--- src/rtl/dreg_pkg.sv ---
// Shared mode encoding for the d_reg_chain register chain.
package dreg_pkg;

  localparam logic [1:0] MODE_HOLD   = 2'b00;
  localparam logic [1:0] MODE_SHIFT  = 2'b01;
  localparam logic [1:0] MODE_ROTATE = 2'b10;
  localparam logic [1:0] MODE_CLEAR  = 2'b11;

  // True for the modes that move data between stages.
  function automatic logic mode_moves(input logic [1:0] mode);
    return (mode == MODE_SHIFT) || (mode == MODE_ROTATE);
  endfunction

endpackage

--- src/rtl/d_stage.sv ---
// One WIDTH-bit rising-edge register stage with sync reset/clear, load enable
// and a shift/rotate source select.
module d_stage #(
  parameter int WIDTH = 4
) (
  input  logic             clk,
  input  logic             rst,
  input  logic             clr,
  input  logic             ld,
  input  logic             sel,
  input  logic [WIDTH-1:0] d_shift,
  input  logic [WIDTH-1:0] d_rot,
  output logic [WIDTH-1:0] q
);

  // NOTE: sequential state uses non-blocking assignment so every stage samples
  // its neighbour's pre-edge value; blocking here would collapse the chain.
  always_ff @(posedge clk) begin
    if (rst || clr) begin
      q <= '0;
    end else if (ld) begin
      q <= sel ? d_rot : d_shift;
    end
  end

endmodule

--- src/rtl/d_reg_chain.sv ---
// DEPTH-stage WIDTH-bit register chain with hold/shift/rotate/clear modes,
// a saturating fill counter and an oldest-word change-detect pulse.
module d_reg_chain
  import dreg_pkg::*;
#(
  parameter int WIDTH = 4,
  parameter int DEPTH = 4,
  localparam int FW   = $clog2(DEPTH + 1)
) (
  input  logic             Clk,
  input  logic             Rst,
  input  logic             En,
  input  logic [1:0]       Mode,
  input  logic [WIDTH-1:0] Di,
  output logic [WIDTH-1:0] Qa,
  output logic [WIDTH-1:0] Qs,
  output logic [FW-1:0]    Fill,
  output logic             Full,
  output logic             Qchg
);

  localparam logic [FW-1:0] FILL_MAX = FW'(DEPTH);

  logic [WIDTH-1:0] q [DEPTH];
  logic [WIDTH-1:0] qs_d;
  logic             ld;
  logic             clr;
  logic             rot_sel;

  assign ld      = En && mode_moves(Mode);
  assign clr     = En && (Mode == MODE_CLEAR);
  assign rot_sel = (Mode == MODE_ROTATE);

  // Only the head stage sees two distinct sources; the rest always take the
  // previous stage, whichever direction data is moving.
  for (genvar i = 0; i < DEPTH; i++) begin : g_stage
    if (i == 0) begin : g_head
      d_stage #(.WIDTH(WIDTH)) u_stage (
        .clk     (Clk),
        .rst     (Rst),
        .clr     (clr),
        .ld      (ld),
        .sel     (rot_sel),
        .d_shift (Di),
        .d_rot   (q[DEPTH-1]),
        .q       (q[0])
      );
    end else begin : g_body
      d_stage #(.WIDTH(WIDTH)) u_stage (
        .clk     (Clk),
        .rst     (Rst),
        .clr     (clr),
        .ld      (ld),
        .sel     (rot_sel),
        .d_shift (q[i-1]),
        .d_rot   (q[i-1]),
        .q       (q[i])
      );
    end
  end

  assign Qa = q[0];
  assign Qs = q[DEPTH-1];

  // Fill counts SHIFT edges only and saturates, so it can never wrap.
  always_ff @(posedge Clk) begin
    if (Rst) begin
      Fill <= '0;
    end else if (En) begin
      if (Mode == MODE_CLEAR) begin
        Fill <= '0;
      end else if ((Mode == MODE_SHIFT) && (Fill != FILL_MAX)) begin
        Fill <= Fill + FW'(1);
      end
    end
  end

  assign Full = (Fill == FILL_MAX);

  // History register tracks Qs every edge regardless of En.
  always_ff @(posedge Clk) begin
    if (Rst) begin
      qs_d <= '0;
    end else begin
      qs_d <= Qs;
    end
  end

  assign Qchg = (Qs != qs_d);

endmodule
--- config.mk ---
export PLATFORM = sky130hd
export DESIGN_NAME = d_reg_chain
export DESIGN_NICKNAME = d
export VERILOG_FILES = /design/src/rtl/dreg_pkg.sv /design/src/rtl/d_stage.sv /design/src/rtl/d_reg_chain.sv
export SDC_FILE = /design/constraint.sdc
export NUM_CORES = 1
export LEC_CHECK = 0
export BUFFER_PORTS_ARGS = -buffer_cell sky130_fd_sc_hd__buf_2
export CORE_MARGIN = 4
export CORE_UTILIZATION = 46
export CTS_CLUSTER_DIAMETER = 30
export DETAILED_ROUTE_END_ITERATION = 6
export PLACE_DENSITY_LB_ADDON = 0.05
export SETUP_SLACK_MARGIN = 0.4
export SLEW_MARGIN = 20
export SYNTH_ARGS = -nofsm -noshare
export SYNTH_HDL_FRONTEND = slang
export SYNTH_SLANG_ARGS = --single-unit
--- constraint.sdc ---
create_clock -name Clk -period 2.3 [get_ports Clk]
set_input_delay 0.345 -clock Clk [delete_from_list [all_inputs] [get_ports Clk]]
set_output_delay 0.345 -clock Clk [all_outputs]
set_load 0.01 [all_outputs]
# Yosys cells after proc, flatten, opt, wreduce, memory -nomap -nowiden

Cells that the tools add are included.

Bits of input ports: 9
Memory bits (read-only): 0
Bits in latches: 0
Output and inout bits: 13
Bits in registers: 23
Bits in writable memories: 0
Memories: 0
Word-level logic and storage cells: 23

Reductions and logical operators: 7
Bitwise logic cells: 0
Muxes and demuxes: 3
Magnitude comparators: 0
Eq/ne operators: 6
$mul: 0
Shift-type cells: 0
$add $sub $neg: 1
Divide/modulo/power cells: 0

Operators by type and width:

| kind                                           | count |
|---|---|
| 2-to-1 mux 3 bit                               | 2 |
| == test 2 bit (second input constant)          | 2 |
| 2-to-1 mux 4 bit                               | 1 |
| != test 4 bit                                  | 1 |
| adder 3 x 1 -> 3 bit (second input constant)   | 1 |
| == test 3 bit (second input constant)          | 1 |
| logical AND 1 bit                              | 3 |
| != test 3 bit (second input constant)          | 1 |
| == test 2 x 1 -> 1 bit (second input constant) | 1 |
| logical OR 1 bit                               | 2 |
| AND reduction 2 bit                            | 1 |
| nonzero test 2 bit                             | 1 |

# Logic depth before layout (Yosys ltp)

Gate-level depths: netlist of run 1.

Depth in word-level cells: 4
Mapped depth: 6
Gate-level depth less buffers: 5

# By module

Synthesis of run 1 repeated with hierarchy kept, for this count alone.

Cells, all modules: 108
Area, all modules: 1146.1 sq um

Modules (own cells, without submodules):

| module      | area an instance (sq um) | seq. area each (sq um) | cells each | instances |
|---|---|---|---|---|
| d_stage     | 191.4                    | 80.1                   | 17         | 4 |
| d_reg_chain | 380.4                    | 140.1                  | 40         | 1 |

# Worst setup path before layout of run 1

No wires, ideal clock.

Path type: register -> register
From: reg Fill[0]
To: reg Fill[1]
Stages on the path, launching flop included: 6
Slack: 797 ps
Arrival time: 1433 ps
Setup time: 70 ps
Buffers on the path: 0
Data required time: 2230 ps
Period minus slack after synthesis: 1503 ps
Cell sequence: dfxtp_1 -> inv_1 -> ha_1 -> and2_4 -> or4b_1 -> a21oi_1

Cells in the longest elaborated chain, start to end: 4
Elaborated cells on any way between the ends: 7
Those cells by class: 1 x add/sub; 1 x eq/ne; 2 x mux; 3 x reduce/logical

Ends and longest elaborated chain:

| element                                                                      | RTL line          | RTL |
|---|---|---|
| start, declared                                                              | d_reg_chain.sv:17 | `output logic [FW-1:0] Fill,` |
| start signal, assigned                                                       | d_reg_chain.sv:73 | `Fill <= Fill + FW'(1);` |
| parallel branches: the longest is 4 deep, another holds adder 3 x 1 -> 3 bit | -                 |  |

Several ways; the timed one is not identified. The select of a mux whose other input is x is not followed.
A chain may end at the register's enable or synchronous reset.

# Final worst setup path of run 1

From: reg Fill[0]
To: out Full

Cells in the longest elaborated chain, start to end: 1

Ends and longest elaborated chain:

| element       | RTL line          | RTL |
|---|---|---|
| == test 3 bit | d_reg_chain.sv:78 | `assign Full = (Fill == FILL_MAX);` |
| end, declared | d_reg_chain.sv:18 | `output logic Full,` |

Every way passes these cells.

==> results of run 1 <==
==> area by class of cell <==
class / count / area, µm²
Clock buffer: 3 / 22.5
Clock inverter: 1 / 5.00
Fill cell: 188 / 860
Inverter: 5 / 18.8
Multi-Input combinational cell: 77 / 469
Sequential cell: 23 / 460
Tap cell: 27 / 33.8
Timing Repair Buffer: 22 / 113
==> power breakdown <==
part	internal, mW	switching, mW
combinational	0.0262	0.0411
clock	0.0649	0.119
sequential	0.407	0.00609
==> logic make-up (layout without fill, tap and decap cells) <==
kind of cell             after synthesis  count (layout)  synth area share [%]
AND/OR/NAND/NOR                       41              41                  19.7
buffers and inverters                 11              31                  4.99
adder cells (fa/ha/maj)                5               5                  6.39
multiplexers                           4               4                  4.09
XOR/XNOR                               4               4                  3.58
flip-flops                            23              23                  47.1
AO/OA/AOI/OAI                         23              23                  14.2
==> through the flow <==
stage	util (%)	total power [mW]	instances	area (µm²)
final	56.6	0.664	158	1120
after global routing	56.6	0.698	158	1120
after CTS	56.6	0.672	158	1120
after detailed placement	55.2	0.490	154	1090
after global placement	55.2	0.489	154	1090
after floorplan	-	0.467	111	978
==> flip-flops by register name (all words and copies together) (netlist names) <==
register and flops:
g_stage.g_body.u_stage.q 12, g_stage.g_head.u_stage.q 4, qs_d 4, Fill 3
==> layer usage <==
layer | track usage, % | vias to the layer above | part of all wire, %
li1 | - | 410 | -
met1 | 18.3 | 334 | 49
met2 | 22.7 | 13 | 45
met3 | 3.32 | 2 | 5.3
met4 | 7.47 | 0 | 0.39
met5 | 0 | - | 0
==> worst max-delay path, delay by kind of cell (launching register included) <==
family | cells | cell delay [ns]
adders and majority gates | 1 | 0.21
buffers and inverters | 2 | 0.19
DFF | 1 | 0.43
and+or+nand+nor | 1 | 0.17
==> placed cells by master (no fill, tap or decap) <==
master | netlist | layout
nor2b_1 | 5 | 5
xnor2_1 | 4 | 4
or2b_1 | 1 | 1
or4_1 | 1 | 1
a21oi_1 | 14 | 14
nand2_2 | 1 | 1
buf_2 | 3 | 21
ha_1 | 5 | 5
and2_4 | 1 | 1
buf_4 | 1 | 1
inv_1 | 5 | 5
a211oi_1 | 5 | 5
nor2_1 | 4 | 4
dfxtp_1 | 23 | 23
a41o_1 | 1 | 1
nand4_1 | 1 | 1
o211ai_1 | 2 | 2
or4b_1 | 1 | 1
a31oi_1 | 1 | 1
clkinv_2 | 0 | 1
mux2i_1 | 4 | 4
nand2_1 | 25 | 25
clkbuf_4 | 0 | 3
nand2b_1 | 1 | 1
==> worst max-delay path by stage <==
stage          startpoint  endpoint  slack [ns]  depth (start not counted)
2_1_floorplan     Fill[0]   Fill[1]        0.80                          5
3_3_place_gp      Fill[0]   Fill[1]        0.80                          5
3_5_place_dp      Fill[0]   Fill[1]        0.78                          5
4_1_cts           Fill[0]      Full        0.64                          4
5_1_grt           Fill[0]      Full        0.55                          4
6_report          Fill[0]      Full        0.65                          4
==> results.ini, run 1 <==
[grt]
grt_usage_pct = 14.5
grt_max_degree = 21
overflow = 0
grt_pass1_wl_um = 3020
grt_pass1_vias = 697
antenna_found_initial = 0

[clocking]
htree_levels = 1
cts_made_buffers = 3
cts_sinks = 23
cts_tree = done
clockBufferDepth = 2
cts_setup_buffers = 0
path_clk_slew_ns = 0.12
postCtsResizedCells = 0
clock_latency_ns = 0.31
cts_root_buf = clkbuf_4
hold_buffers = 0

[sta]
worst_pin_slew_ns = 0.578
rsz0062_at_grt = no
period_minus_slack_ns = 1.65
finalCritPeriodShare_pct = 71.7
timing.hold.ws_ns = 0.300
fin_setup_tns_ns = 0
slew_viol_final = 0
fin_worst_skew_ns = 0.0111
finalSetupViolCount = 0
setup_ws_ns = 0.650
slew_headroom_pct = 61.5
finalHoldViolCount = 0
fmax_ghz = 0.606

[setup_path]
rr_worst_depth = 5
reg2reg_from = Fill[0]
worstSetupPathType = flop to output pin
cp_max_fo = 5
reg2reg_setup_slack_ns = 0.74
critPathLaunchType = flop
critPathCaptureType = output pin
crit_required_ns = 1.96
crit_arrival_ns = 1.31
cp_slowest_cell = dfxtp_1
worst_path_largest_cell_delay_ns = 0.43
crit_chain = inv_1, ha_1, and2_4, buf_2
r2r-end = Fill[1]

[synthesis]
synth_commonest_cells = nand2_1, dfxtp_1, a21oi_1
synth-main-ff-cell = dfxtp_1
ys_seq_area_share_pct = 47.1
yosysMostFrequentCell = nand2_1
ys_ff_latch = 23
syn_area_per_cell_um2 = 8.81
synthDistinctLibCells = 24
async_reset_ff_share_pct = 0
synth_top_area_share_pct = 47.1
synthTopCellsByArea = dfxtp_1, nand2_1, a21oi_1
synth_warnings = 0
syn-num-nets = 125
synth_edf_count = 0
yosys.area.top_type = dfxtp_1
synth_cells = 111
syn_area_um2 = 978

[die]
num_rows = 16
fp.dieH_um = 54.1
die_area_um2 = 2930
io_pins = 22
initial_core_util_pct = 49.4
core-area_um2 = 1980
fp.dieW_um = 54.1

[flow_run]
drv_cap = 0

[final_layout]
diodes = 0
final_layout_size_suffix_gt1_share_pct = 21.4
fin_nets = 146
areaGrowthSynthToFinish_pct = 14.7

[routing]
wl_per_cell_um = 11.3
first_pass_iters = 4
ant_nets = 0
vias = 759
drtIter0Drc = 5
totalWireLength_um = 1780
vias_per_cell = 4.80
drc = 0

[placement]
io_buffers = 21
dp_hpwl_um = 1340
pre_cts_ws_ns = 0.777
gp_congestion = 0.717

[min_path]
min_from = Rst
hp-class = primary input to flop
min_path_cells = 2
hold_end = qs_d[2]

[power]
ir_drop_v = 0.000333
p_leak_nw = 0.470
p_per_area_nw_per_um2 = 592

[run_status]
run_status = complete, no violations

(Power assumes the default switching activity.)
==> run 2: changes to the inputs <==
--- a/config.mk
+++ b/config.mk
@@ -5,6 +5,7 @@
 export SDC_FILE = /design/constraint.sdc
 export NUM_CORES = 1
 export LEC_CHECK = 0
+export ABC_AREA = 1
 export BUFFER_PORTS_ARGS = -buffer_cell sky130_fd_sc_hd__buf_2
 export CORE_MARGIN = 4
 export CORE_UTILIZATION = 46
==> constraint.sdc (replaced) <==
create_clock -name Clk -period 1.4 [get_ports Clk]
set_input_delay 0.21 -clock Clk [delete_from_list [all_inputs] [get_ports Clk]]
set_output_delay 0.21 -clock Clk [all_outputs]
set_load 0.01 [all_outputs]
==> run 2 against run 1 <==
Sequential share of layout area fell by 9.5 points; largest cell class unchanged; critical path type unchanged; sequential cell count did not move; clock power rose by 63%.
==> results.ini, run 2 <==
[run_status]
run_status = complete, no violations

[sta]
finalSetupViolCount = 0  ; unchanged
slew_viol_final = 0  ; unchanged
finalHoldViolCount = 0  ; unchanged
timing.hold.ws_ns = 0.162  ; -0.138 ns
worst_pin_slew_ns = 0.206  ; -0.372 ns
period_minus_slack_ns = 1.29
fin_worst_skew_ns = 0.00795  ; -0.00315 ns
fmax_ghz = 0.773
rsz0062_at_grt = yes
slew_headroom_pct = 86.3  ; +25 points
finalCritPeriodShare_pct = 92.4

[final_layout]
regArea_um2 = 480  ; +4.3%
diodes = 0  ; unchanged
finish.utilization_pct = 75.4  ; +19 points
fin_cells = 195  ; +23%
final_cell_area_um2 = 1520  ; +36%
areaGrowthSynthToFinish_pct = 51.3
multiInputGateArea_um2 = 531  ; +13%
n_fill_cell = 147  ; -22%
final_common_cell = nor2_1
top_regs = g_stage.g_body.u_stage.q: 12 flops, g_stage.g_head.u_stage.q: 4 flops, qs_d: 4 flops
largest_reg_flops = 12  ; unchanged
layout_common_cells = nor2_1, buf_6, buf_4
fin_nets = 183  ; +25%
final_layout_size_suffix_gt1_share_pct = 52.4  ; +31 points
top_register = g_stage.g_body.u_stage.q

[die]
die_area_um2 = 3000  ; +2.5%
num_rows = 16  ; unchanged
initial_core_util_pct = 49.8  ; +0.45 points
fp.dieW_um = 54.8  ; +1.2%
fp.dieH_um = 54.8  ; +1.2%
core-area_um2 = 2020  ; +2.0%
io_pins = 22  ; unchanged

[routing]
vias_per_cell = 4.85  ; +0.88%
drtIter0Drc = 9  ; +4
wl_per_cell_um = 13.5  ; +20%
drc = 0  ; unchanged
vias = 945  ; +25%
totalWireLength_um = 2630  ; +48%
ant_nets = 0  ; unchanged
first_pass_iters = 4  ; unchanged

[placement]
io_buffers = 21  ; unchanged
place_area_um2 = 1150  ; +5.1%
dp_hpwl_um = 1340  ; +0.45%
place_inst = 168  ; +9.1%
gp_congestion = 0.743  ; +3.6%

[grt]
grt_usage_pct = 16.5  ; +2.0 points
antenna_found_initial = 0  ; unchanged
overflow = 0  ; unchanged
grt_max_degree = 21  ; unchanged
grt_pass1_vias = 779  ; +12%
grt_pass1_wl_um = 3490  ; +16%

[setup_path]
worstSetupPathType = flop to output pin
cp_max_fo = 2  ; -3
reg2reg_setup_slack_ns = 0.12  ; -0.62 ns
critPathLaunchType = flop
crit_arrival_ns = 1.08  ; -0.23 ns
r2r-end = Fill[2]
rr_worst_depth = 9  ; +4
critPathCaptureType = output pin
crit_required_ns = 1.19  ; -0.77 ns
reg2reg_from = Fill[0]

[flow_run]
drv_cap = 0  ; unchanged

[synthesis]
syn_area_um2 = 1010  ; +2.9%
synth_top_area_share_pct = 45.7  ; -1.3 points
ys_seq_area_share_pct = 45.7  ; -1.3 points
ys_ff_latch = 23  ; unchanged
syn-num-nets = 138  ; +10%
yosys.area.top_type = dfxtp_1
async_reset_ff_share_pct = 0  ; unchanged
syn_area_per_cell_um2 = 8.12  ; -7.9%
synthDistinctLibCells = 18  ; -25%
synth_cells = 124  ; +12%
synthTopCellsByArea = dfxtp_1, nor2_1, o21ai_1
synth_commonest_cells = dfxtp_1, nor2_1, nand2_1, o21ai_1
synth-main-ff-cell = dfxtp_1
yosysMostFrequentCell = dfxtp_1
synth_edf_count = 0  ; unchanged
synth_warnings = 0  ; unchanged

[min_path]
hold_end = g_stage[0].g_head.u_stage.q[1]
min_from = Di[1]
hp-class = primary input to flop
min_path_cells = 3  ; +1

[clocking]
cts_tree = done
hold_buffers = 0  ; unchanged
clockBufferDepth = 2  ; unchanged
cts_made_buffers = 3  ; unchanged
clock_latency_ns = 0.31  ; about the same
path_clk_slew_ns = 0.13  ; about the same
cts_root_buf = clkbuf_4
htree_levels = 1  ; unchanged
cts_sinks = 23  ; unchanged

[power]
p_sw_uw = 374  ; +130%
p_per_area_nw_per_um2 = 880  ; +49%
swShare_pct = 27.9  ; +2.9 points
ir_drop_v = 0.000950  ; +190%
clockPowerShare_pct = 22.4  ; -5.3 points
internal_power_uw = 967  ; +94%
p_seq_share_pct = 54.2  ; -8.0 points
share_comb_of_total_power_pct = 23.4  ; +13 points
p_leak_nw = 0.684  ; +46%

run 2: changes by cell type after synthesis, moves of 3 or more:
cell,delta
nor2_1,+17
inv_2,+3
mux2i_1,-4
nand2_1,-12
a21oi_2,+4
a211oi_1,-5
nor2b_1,-5
o21ai_1,+13
buf_6,+3
inv_1,+7
run 2: worst max path at each step:
stage               cells after the start     from  slack [ns]                              to
finish                                  5  Fill[0]        0.11                            Full
global route                            5  Fill[0]        0.07                            Full
CTS                                     5  Fill[0]        0.12                            Full
detailed placement                      6  Mode[1]       -0.03  g_stage[3].g_body.u_stage.q[1]
global placement                        7  Mode[0]      -0.005  g_stage[0].g_head.u_stage.q[3]
floorplan                               8  Fill[1]        0.39                         Fill[2]
run 2: routing by layer:
layer | share of wire, % | global-route usage (%) | up-vias | wire length, µm
met5 | 0 | 0 | - | 0
met4 | 1.1 | 3.73 | 0 | 28
met3 | 5.1 | 5.99 | 4 | 135
met2 | 50 | 26.8 | 25 | 1330
met1 | 43 | 20.7 | 428 | 1140
li1 | - | - | 488 | -
run 2: power groups by stage:
stage	sequential, mW	combinational, mW	clock (mW)
after floorplan	0.743	0.145	0
after global routing	0.732	0.346	0.336
after detailed placement	0.739	0.202	0
after CTS	0.722	0.266	0.310
after global placement	0.738	0.200	0
final	0.727	0.314	0.300
run 2: logic make-up after synthesis:
kind of cell | after synthesis | share of synthesized area (%)
AND/OR/NAND/NOR | 40 | 16.6
AO/OA/AOI/OAI | 32 | 17.8
flip-flops | 23 | 45.7
buffers and inverters | 20 | 10.2
adder cells (fa/ha/maj) | 5 | 6.21
XOR/XNOR | 4 | 3.48
run 2: area by class of cell:
type	instances	share of cell area [%]
multi-input cells	81	34.8
clock inverters	1	0.328
repair buffers	45	25.6
inverters	15	4.02
well taps	27	2.22
flip-flops and latches	23	31.5
clock buffers	3	1.48
run 2: timing repair:
action / in CTS / in global routing
gates resized for setup: 33 / 11
pin swaps: 9 / 1
buffers inserted: 14 / 9
setup endpoints to repair: 30 / 16
run 2: metrics by stage:
| step | setup TNS [ns] | power (mW) | worst slack (ns) |
|---|---|---|---|
| after floorplan | 0 | 0.887 | 0.389 |
| after global placement | -0.00495 | 0.938 | -0.00495 |
| after global routing | 0 | 1.41 | 0.0685 |
| final | 0 | 1.34 | 0.106 |
| after CTS | 0 | 1.30 | 0.119 |
| after detailed placement | -0.164 | 0.941 | -0.0344 |
run 2: worst max-delay path: stages (launching register included):
cell,delay [ns]
dfxtp_4,0.39
inv_4,0.04
ha_4,0.15
nand2_4,0.05
inv_2,0.03
buf_6,0.11
==> run 3: changes to the inputs <==
--- a/config.mk
+++ b/config.mk
@@ -8,7 +8,7 @@
 export ABC_AREA = 1
 export BUFFER_PORTS_ARGS = -buffer_cell sky130_fd_sc_hd__buf_2
 export CORE_MARGIN = 4
-export CORE_UTILIZATION = 46
+export CORE_UTILIZATION = 25
 export CTS_CLUSTER_DIAMETER = 30
 export DETAILED_ROUTE_END_ITERATION = 6
 export PLACE_DENSITY_LB_ADDON = 0.05
==> run 3 against run 2 <==
Global-route usage is 6.5 points lower; clock-buffer cell count stayed put; die area is 70% higher; sequential power is 0.8% lower; non-clock buffer count is 8 lower; via count is 4.4% lower; register-to-register slack better by 0.08 ns; highest routed layer unchanged; critical endpoint unchanged.
==> results.ini, run 3 (synthesized netlist as in run 2, its figures left out) <==
[run_status]
run_status = complete, no violations

[final_layout]
largest_reg_flops = 12  ; unchanged
fin_cells = 208  ; +6.7%
top_register = g_stage.g_body.u_stage.q
areaGrowthSynthToFinish_pct = 46.0
top_regs = g_stage.g_body.u_stage.q: 12 flops, g_stage.g_head.u_stage.q: 4 flops, qs_d: 4 flops
diodes = 0  ; unchanged
final_layout_size_suffix_gt1_share_pct = 47.5  ; -4.9 points
fin_nets = 175  ; -4.4%
layout_common_cells = nor2_1, buf_2, buf_6
final_common_cell = nor2_1

[clocking]
cts_made_buffers = 3  ; unchanged
htree_levels = 1  ; unchanged
cts_sinks = 23  ; unchanged
clock_latency_ns = 0.27  ; -0.04 ns
cts_root_buf = clkbuf_8
cts_tree = done
clockBufferDepth = 2  ; unchanged
hold_buffers = 0  ; unchanged
path_clk_slew_ns = 0.08  ; -0.05 ns

[die]
die_area_um2 = 5110  ; +70%
fp.dieW_um = 71.5  ; +30%
fp.dieH_um = 71.5  ; +30%
core-area_um2 = 3770  ; +87%
io_pins = 22  ; unchanged
num_rows = 22  ; +6
initial_core_util_pct = 26.7  ; -23 points

[placement]
dp_hpwl_um = 1620  ; +20%
place_inst = 189  ; +13%
gp_congestion = 0.744  ; +0.16%
pre_cts_ws_ns = -0.0812  ; -0.0467 ns
io_buffers = 21  ; unchanged

[setup_path]
worstSetupPathType = flop to output pin
worst_path_largest_cell_delay_ns = 0.36  ; -0.03 ns
crit_chain = inv_4, ha_4, nand2_4, inv_2, buf_6
cp_slowest_cell = dfxtp_4
crit_required_ns = 1.19  ; about the same
reg2reg_from = Fill[0]
critPathLaunchType = flop
cp_max_fo = 2  ; unchanged
critPathCaptureType = output pin
crit_start = Fill[0]
crit_arrival_ns = 1.00  ; -0.08 ns

[power]
internal_power_mw = 1.03  ; +6.8%
p_seq_share_pct = 50.7  ; -3.5 points
finalPower_mw = 1.42  ; +6.1%
ir_drop_v = 0.000317  ; -67%
p_leak_nw = 0.646  ; -5.5%
swShare_pct = 27.4  ; -0.48 points
p_sw_uw = 390  ; +4.2%
p_per_area_nw_per_um2 = 968  ; +9.9%
clockPowerShare_pct = 29.6  ; +7.2 points
share_comb_of_total_power_pct = 19.7  ; -3.7 points

[sta]
slew_headroom_pct = 86.3  ; about the same
fin_setup_tns_ns = 0  ; unchanged
finalCritPeriodShare_pct = 86.5  ; -5.9 points
rsz0062_at_grt = yes
finalHoldViolCount = 0  ; unchanged
worst_pin_slew_ns = 0.206  ; -0.0000100 ns
slew_viol_final = 0  ; unchanged
period_minus_slack_ns = 1.21  ; -0.0826 ns
finalSetupViolCount = 0  ; unchanged
setup_ws_ns = 0.189  ; +0.0826 ns
fmax_ghz = 0.826  ; +6.8%
fin_worst_skew_ns = 0.00196  ; -0.00599 ns

[routing]
first_pass_iters = 4  ; unchanged
vias = 903  ; -4.4%
wl_per_cell_um = 11.4  ; -16%
ant_nets = 0  ; unchanged
drc = 0  ; unchanged
vias_per_cell = 4.34  ; -10%
totalWireLength_um = 2370  ; -10%
drtIter0Drc = 13  ; +4

[min_path]
min_from = Rst
hp-class = primary input to flop

[grt]
grt_pass1_wl_um = 4080  ; +17%
antenna_found_initial = 0  ; unchanged
grt_pass1_vias = 924  ; +19%
grt_usage_pct = 10.0  ; -6.5 points
overflow = 0  ; unchanged
grt_max_degree = 21  ; unchanged

[flow_run]
drv_cap = 0  ; unchanged

-- run 3: cell count changes in the layout (fill, tap and decap cells not counted), sizes merged --
cell	change
buf	-8
-- run 3: path summary, 6_finish.rpt --
check / endpoint / slack (ns) / cells past startpoint
worst max-delay path: Full / 0.19 / 5
worst min-delay path: Fill[0] / 0.21 / 2
worst max register to register: Fill[2] / 0.20 / 9
worst min register to register: g_stage[2].g_body.u_stage.q[2] / 0.50 / 2
-- run 3: repair_timing --
item                       4_1_cts  5_1_grt
setup endpoints to repair       25       22
resized for setup               25       11
pin swaps                        8        2
buffers inserted                14        1
-- run 3: power by group through the flow --
stage	Sequential [mW]	Combinational [mW]	Clock, mW
finish	0.721	0.280	0.421
global route	0.727	0.312	0.467
CTS	0.721	0.273	0.440
detailed placement	0.739	0.214	0
global placement	0.740	0.214	0
floorplan	0.743	0.145	0
-- run 3: area by class of cell --
cell class / instances / area (µm²)
Timing Repair Buffer: 37 / 308
Fill cell: 409 / 2300
Multi-Input combinational cell: 81 / 513
Clock inverter: 1 / 5.00
Sequential cell: 23 / 482
Inverter: 15 / 61.3
Tap cell: 48 / 60.1
Clock buffer: 3 / 41.3
-- run 3: metal layers --
layer | part of all wire (%) | wire length [µm] | global-route usage [%]
met1 | 48 | 1130 | 12.8
met2 | 47 | 1110 | 16.0
met3 | 4.3 | 102 | 2.38
met4 | 1.2 | 29 | 4.38
met5 | 0 | 0 | 0
-- run 3: through the flow --
stage	utilization, %	cell area (µm²)	hold WS [ns]
2_1_floorplan	-	1050	0.383
3_3_place_gp	31.6	1190	0.478
3_5_place_dp	31.6	1190	0.474
4_1_cts	37.9	1430	0.213
5_1_grt	39.0	1470	0.220
6_report	39.0	1470	0.206
-- run 3: critical path, delay by kind of cell, from the launching register on --
family                     cells  cell delay, ns
DFF                            1            0.36
buffers and inverters          3            0.17
adders and majority gates      1            0.15
and+or+nand+nor                1            0.05
